$ cat src/rtl/unified_mem_arbiter_pkg.sv
// Shared types for the IF/MEM unified-memory arbiter.
// State and grant encodings plus default widths.
package unified_mem_arbiter_pkg;

    typedef enum logic [1:0] {
        ST_IDLE    = 2'd0,
        ST_IF_BUSY = 2'd1,
        ST_DM_BUSY = 2'd2
    } state_t;

    typedef enum logic [1:0] {
        GNT_NONE = 2'd0,
        GNT_IF   = 2'd1,
        GNT_DM   = 2'd2
    } grant_t;

    localparam int ADDR_W_DEF       = 32;
    localparam int DATA_W_DEF       = 32;
    localparam int STARVE_LIMIT_DEF = 4;
    localparam int STARVE_W         = 4;

endpackage

$ cat src/rtl/unified_mem_arbiter_starve_cnt.sv
// Saturating count of DM grants taken while IF is waiting.
// at_limit tells the arbiter to hand the next slot to IF.
module unified_mem_arbiter_starve_cnt
    import unified_mem_arbiter_pkg::*;
#(
    parameter int LIMIT = STARVE_LIMIT_DEF
) (
    input  logic clk,
    input  logic rst_n,
    input  logic inc,
    input  logic clr,
    output logic at_limit
);

    localparam logic [STARVE_W-1:0] LIM = STARVE_W'(LIMIT);

    logic [STARVE_W-1:0] count;

    always_ff @(posedge clk or negedge rst_n) begin
        if (!rst_n) begin
            count <= '0;
        end else if (clr) begin
            count <= '0;
        end else if (inc && count != LIM) begin
            count <= count + STARVE_W'(1);
        end
    end

    assign at_limit = (count == LIM);

endmodule

$ cat src/rtl/unified_mem_arbiter.sv
// Single-port unified memory shared by IF and MEM, MEM first.
// Registers the memory handshake, captures read data, drives stalls.
module unified_mem_arbiter
    import unified_mem_arbiter_pkg::*;
#(
    parameter int ADDR_W       = ADDR_W_DEF,
    parameter int DATA_W       = DATA_W_DEF,
    parameter int STARVE_LIMIT = STARVE_LIMIT_DEF
) (
    input  logic                clk,
    input  logic                rst_n,
    input  logic                if_req,
    input  logic [ADDR_W-1:0]   if_addr,
    input  logic                if_flush,
    output logic                if_valid,
    output logic [DATA_W-1:0]   if_inst,
    output logic                if_stall,
    input  logic                dm_req,
    input  logic                dm_we,
    input  logic [ADDR_W-1:0]   dm_addr,
    input  logic [DATA_W-1:0]   dm_wdata,
    input  logic [DATA_W/8-1:0] dm_wmask,
    output logic                dm_valid,
    output logic [DATA_W-1:0]   dm_rdata,
    output logic                dm_stall,
    output logic                mem_req,
    output logic                mem_we,
    output logic [ADDR_W-1:0]   mem_addr,
    output logic [DATA_W-1:0]   mem_wdata,
    output logic [DATA_W/8-1:0] mem_wmask,
    input  logic                mem_ack,
    input  logic [DATA_W-1:0]   mem_rdata
);

    state_t state;
    state_t state_nx;
    grant_t grant;

    logic if_valid_q;
    logic dm_valid_q;
    logic drop_q;
    logic drop_now;
    logic any_valid;
    logic at_limit;
    logic cnt_inc;
    logic cnt_clr;
    logic acked;

    // A completion cycle is a turnaround: the requester still shows the
    // finished access on its req, so nobody is granted until it moves on.
    assign any_valid = if_valid_q | dm_valid_q;
    assign acked     = mem_req & mem_ack;
    assign drop_now  = drop_q | if_flush;

    always_ff @(posedge clk or negedge rst_n) begin
        if (!rst_n) begin
            state <= ST_IDLE;
        end else begin
            state <= state_nx;
        end
    end

    always_comb begin
        state_nx = state;
        unique case (state)
            ST_IDLE: begin
                if (grant == GNT_DM) begin
                    state_nx = ST_DM_BUSY;
                end else if (grant == GNT_IF) begin
                    state_nx = ST_IF_BUSY;
                end
            end
            ST_IF_BUSY,
            ST_DM_BUSY: begin
                if (acked) begin
                    state_nx = ST_IDLE;
                end
            end
            default: state_nx = ST_IDLE;
        endcase
    end

    always_comb begin
        grant = GNT_NONE;
        if (state == ST_IDLE && !any_valid) begin
            if (dm_req && !(at_limit && if_req)) begin
                grant = GNT_DM;
            end else if (if_req && !if_flush) begin
                grant = GNT_IF;
            end
        end
    end

    assign cnt_inc = (grant == GNT_DM) & if_req;
    assign cnt_clr = (grant == GNT_IF) | ~if_req;

    unified_mem_arbiter_starve_cnt #(
        .LIMIT(STARVE_LIMIT)
    ) u_starve (
        .clk     (clk),
        .rst_n   (rst_n),
        .inc     (cnt_inc),
        .clr     (cnt_clr),
        .at_limit(at_limit)
    );

    always_ff @(posedge clk or negedge rst_n) begin
        if (!rst_n) begin
            mem_req    <= 1'b0;
            mem_we     <= 1'b0;
            mem_addr   <= '0;
            mem_wdata  <= '0;
            mem_wmask  <= '0;
            if_valid_q <= 1'b0;
            dm_valid_q <= 1'b0;
            if_inst    <= '0;
            dm_rdata   <= '0;
            drop_q     <= 1'b0;
        end else begin
            if_valid_q <= 1'b0;
            dm_valid_q <= 1'b0;
            if (grant == GNT_DM) begin
                mem_req   <= 1'b1;
                mem_we    <= dm_we;
                mem_addr  <= dm_addr;
                mem_wdata <= dm_wdata;
                mem_wmask <= dm_wmask;
            end else if (grant == GNT_IF) begin
                mem_req   <= 1'b1;
                mem_we    <= 1'b0;
                mem_addr  <= if_addr;
                mem_wdata <= '0;
                mem_wmask <= '0;
            end
            if (acked) begin
                mem_req <= 1'b0;
                if (state == ST_IF_BUSY) begin
                    if (!drop_now) begin
                        if_inst    <= mem_rdata;
                        if_valid_q <= 1'b1;
                    end
                end else begin
                    dm_valid_q <= 1'b1;
                    if (!mem_we) begin
                        dm_rdata <= mem_rdata;
                    end
                end
            end
            // A redirect during a fetch poisons its eventual response.
            if (acked && state == ST_IF_BUSY) begin
                drop_q <= 1'b0;
            end else if (state == ST_IF_BUSY && if_flush) begin
                drop_q <= 1'b1;
            end
        end
    end

    assign if_valid = if_valid_q & ~if_flush;
    assign dm_valid = dm_valid_q;
    assign if_stall = if_req & ~if_valid;
    assign dm_stall = dm_req & ~dm_valid;

endmodule
$ cat config.mk
export PLATFORM = sky130hd
export DESIGN_NAME = unified_mem_arbiter
export DESIGN_NICKNAME = d
export VERILOG_FILES = /design/src/rtl/unified_mem_arbiter_pkg.sv /design/src/rtl/unified_mem_arbiter_starve_cnt.sv /design/src/rtl/unified_mem_arbiter.sv
export SDC_FILE = /design/constraint.sdc
export NUM_CORES = 1
export LEC_CHECK = 0
export ABC_CLOCK_PERIOD_IN_PS = 2700
export CAP_MARGIN = 20
export CORE_UTILIZATION = 38
export CTS_BUF_LIST = sky130_fd_sc_hd__clkbuf_8
export DETAILED_ROUTE_END_ITERATION = 10
export GPL_ROUTABILITY_DRIVEN = 1
export PLACE_DENSITY_LB_ADDON = 0.08
export SYNTH_ARGS = -nofsm -noshare
export SYNTH_HDL_FRONTEND = slang
export SYNTH_HIERARCHICAL = 1
export SYNTH_SLANG_ARGS = --single-unit
$ cat constraint.sdc
create_clock -name clk -period 2.7 [get_ports clk]
set_clock_uncertainty 0.15 [all_clocks]
set_input_delay 0.54 -clock clk [delete_from_list [all_inputs] [get_ports clk]]
set_output_delay 0.54 -clock clk [all_outputs]
set_load 0.005 [all_outputs]
==> impl_metrics.json <==
{
  "critPathArrivalTime_ns": 1.81,
  "drtPass1Iterations": 4,
  "rsz0062_at_grt": "false",
  "crit_chain": "clkdlybuf4s50_1 -> nor2b_1 -> clkdlybuf4s50_1",
  "setup-tns-final_ns": 0,
  "slew_headroom_pct": 63.7,
  "gp_congestion": 0.749,
  "setup_viol": 0,
  "min_path_cells": 2,
  "ant_nets": 0,
  "hold_end": "mem_wdata[20]",
  "vias": 4602,
  "hold_viol": 0,
  "finalNetCount": 919,
  "gr-usage-all-layers_pct": 19.8,
  "yosysUniqueCellTypes": 35,
  "synthesis.nets": 640,
  "worstSetupEndpointType": "primary output",
  "routed_wirelength_mm": 15.2,
  "num_rows": 45,
  "core-area_um2": 15100,
  "hp-start": "mem_wdata[20]",
  "power_uw": 4060,
  "io_pins": 277,
  "initial_core_util_pct": 38.8,
  "diodes": 0,
  "area_delta_synth_final_pct": 58.8,
  "path_delay_family": "buffers and inverters",
  "cpPeakStageDelay_ns": 0.56,
  "via_per_inst": 4.72,
  "final_cell_mix": "clkdlybuf4s50_1, dfrtp_1, nand2_1",
  "r2r_start": "state[1]",
  "drc_errors": 0,
  "ir_drop_mv": 0.239,
  "period_minus_slack_ns": 2.50,
  "die_area_um2": 16000,
  "status": "finished, final reports clean",
  "cts_tree": "yes",
  "cts_setup_buffers": 0,
  "synth_flop_cell": "dfrtp_1",
  "min_path_type": "reg -> reg",
  "clock_path_buffers": 2,
  "mostFrequentLayoutCell": "clkdlybuf4s50_1",
  "cp_common_cell": "clkdlybuf4s50_1",
  "h-tree-depth": 4,
  "p_leak_uw": 0.00398,
  "clock-root-buffer": "clkbuf_8",
  "async_flop_share_pct": 100,
  "first_global_vias": 4878,
  "portBuffers": 276,
  "netlist_area_um2": 5880,
  "crit_type": "in -> out",
  "powerDensity_nw_per_um2": 435,
  "grt_overflow_total": 0,
  "max_freq_mhz": 400,
  "hpwl_mm": 11.2,
  "synth_edf_count": 0,
  "cp_slowest_cell": "clkdlybuf4s50_1",
  "cts_made_buffers": 17,
  "placed_cells": 942,
  "drt_iter0_drc": 146,
  "r2r_slack_ns": 0.28,
  "ys_seq_area_share_pct": 60.9,
  "cp_max_fo": 3,
  "worst-r2r-cell-count": 10,
  "crit_required_ns": 2.01,
  "final_max_slew_viol_count": 0,
  "synth_seq_cells": 143,
  "critPathBufInv": 2,
  "dieWidth_um": 126,
  "cts.sinks": 143,
  "syn_avg_cell_area_um2": 11.9,
  "drive_gt1_share_pct": 14.6,
  "die-height_um": 126,
  "critPathLaunchType": "primary input",
  "max_cap_violations": 0,
  "antenna_found_initial": 0,
  "r2r_end": "u_starve/count[3]",
  "yosysWarnings": 6,
  "clk_latency_ns": 0.44,
  "grt_max_degree": 58,
  "wl_per_cell_um": 15.6,
  "grt_pass1_wl_mm": 24.4,
  "instances_no_fill": 975,
  "min_period_over_period_pct": 92.6,
  "cts.clk_slew.worst_paths_ns": 0.07,
  "tightest_slew_ns": 0.545,
  "syn_inst": 495
}
## kinds of logic (layout without fill, tap and decap cells)
logic type	after synthesis	in the layout	synth area share [%]
compound gates	83	83	7.49
fa+ha+maj	6	6	1.28
buf+inv	35	327	2.79
flops	143	143	60.9
mux	96	96	17.7
simple gates	132	132	9.89
## final cells by class
type                       count  area [µm²]
tap                          188         235
multi-input combinational    317        2160
clock buffer                  17         234
inverter                       6        22.5
fill                        1238        5810
timing repair buffer         289        2960
sequential                   143        3580
clock inverter                15         148
## sequential cells by signal (all words and copies together) (netlist names)
signal,flops
if_valid_q,1
dm_rdata,32
mem_wmask,4
mem_wdata,32
state,2
mem_req,1
mem_we,1
if_inst,32
drop_q,1
dm_valid,1
u_starve/count,4
mem_addr,32
## worst max path at each step
stage / startpoint / endpoint / slack [ns] / cells past startpoint
after floorplan: state[0] / u_starve/count[3] / 0.05 / 12
after detailed placement: if_req / u_starve/count[3] / 0.17 / 8
after global routing: state[0] / u_starve/count[3] / 0.10 / 10
after global placement: if_req / if_stall / 0.22 / 3
final: if_flush / if_valid / 0.20 / 3
after CTS: if_flush / if_valid / 0.23 / 3
## synth_stat cells (2+ instances only)
| cell type | instances | area, µm² |
|---|---|---|
| nand3_1 | 4 | 20.0 |
| clkbuf_1 | 13 | 48.8 |
| buf_2 | 8 | 40.0 |
| o21ai_0 | 71 | 355 |
| nor2b_1 | 3 | 18.8 |
| mux2_1 | 3 | 33.8 |
| buf_6 | 3 | 33.8 |
| ha_1 | 6 | 75.1 |
| buf_1 | 5 | 18.8 |
| dfrtp_1 | 143 | 3580 |
| inv_1 | 5 | 18.8 |
| nand2_1 | 109 | 409 |
| mux2i_1 | 32 | 320 |
| mux2_2 | 61 | 687 |
| a21o_2 | 2 | 17.5 |
| nand2b_1 | 2 | 12.5 |
| a21oi_1 | 5 | 25.0 |
| nor3_1 | 2 | 10.0 |
| nor2_1 | 2 | 7.51 |
## worst reg2reg max path: stages, from the launching register on
cell and delay (ns):
dfrtp_1 0.39, inv_1 0.08, ha_1 0.17, inv_1 0.07, nor3_1 0.30, and3_1 0.26, ha_4 0.17, and2_1 0.17
nand4_1 0.13, or3_1 0.33, a21oi_1 0.14
## power breakdown
part / switching [µW] / internal [µW] / leakage (µW)
registers: 0.000000000000126 / 2140 / 0.00199
clock network: 827 / 811 / 0.000179
logic: 87.2 / 194 / 0.00181
## layer usage
layer  track usage, %  share of wire [%]  vias to the layer above
li1                 -                  -                     2234
met1             21.2                 39                     2187
met2             35.7                 52                      160
met3             6.58                7.0                       21
met4             8.01                1.5                        0
met5                0                  0                        -
## repair_timing
action / CTS / global route
hold endpoints to repair: 55 / 0
hold buffers: 1 / 0
gates resized for setup: 0 / 0
## stage by stage
stage | instance area, µm² | worst slack, ns | util [%] | hold slack [ns]
6_report | 9340 | 0.200 | 61.7 | 0.334
5_1_grt | 9340 | 0.102 | 61.7 | 0.365
4_1_cts | 9340 | 0.228 | 61.7 | 0.341
3_5_place_dp | 8950 | 0.167 | 59.1 | 0.322
3_3_place_gp | 8950 | 0.222 | 59.1 | 0.314
2_1_floorplan | 5880 | 0.0479 | - | 0.0944
No activity file was read; power rests on OpenSTA's default activity.
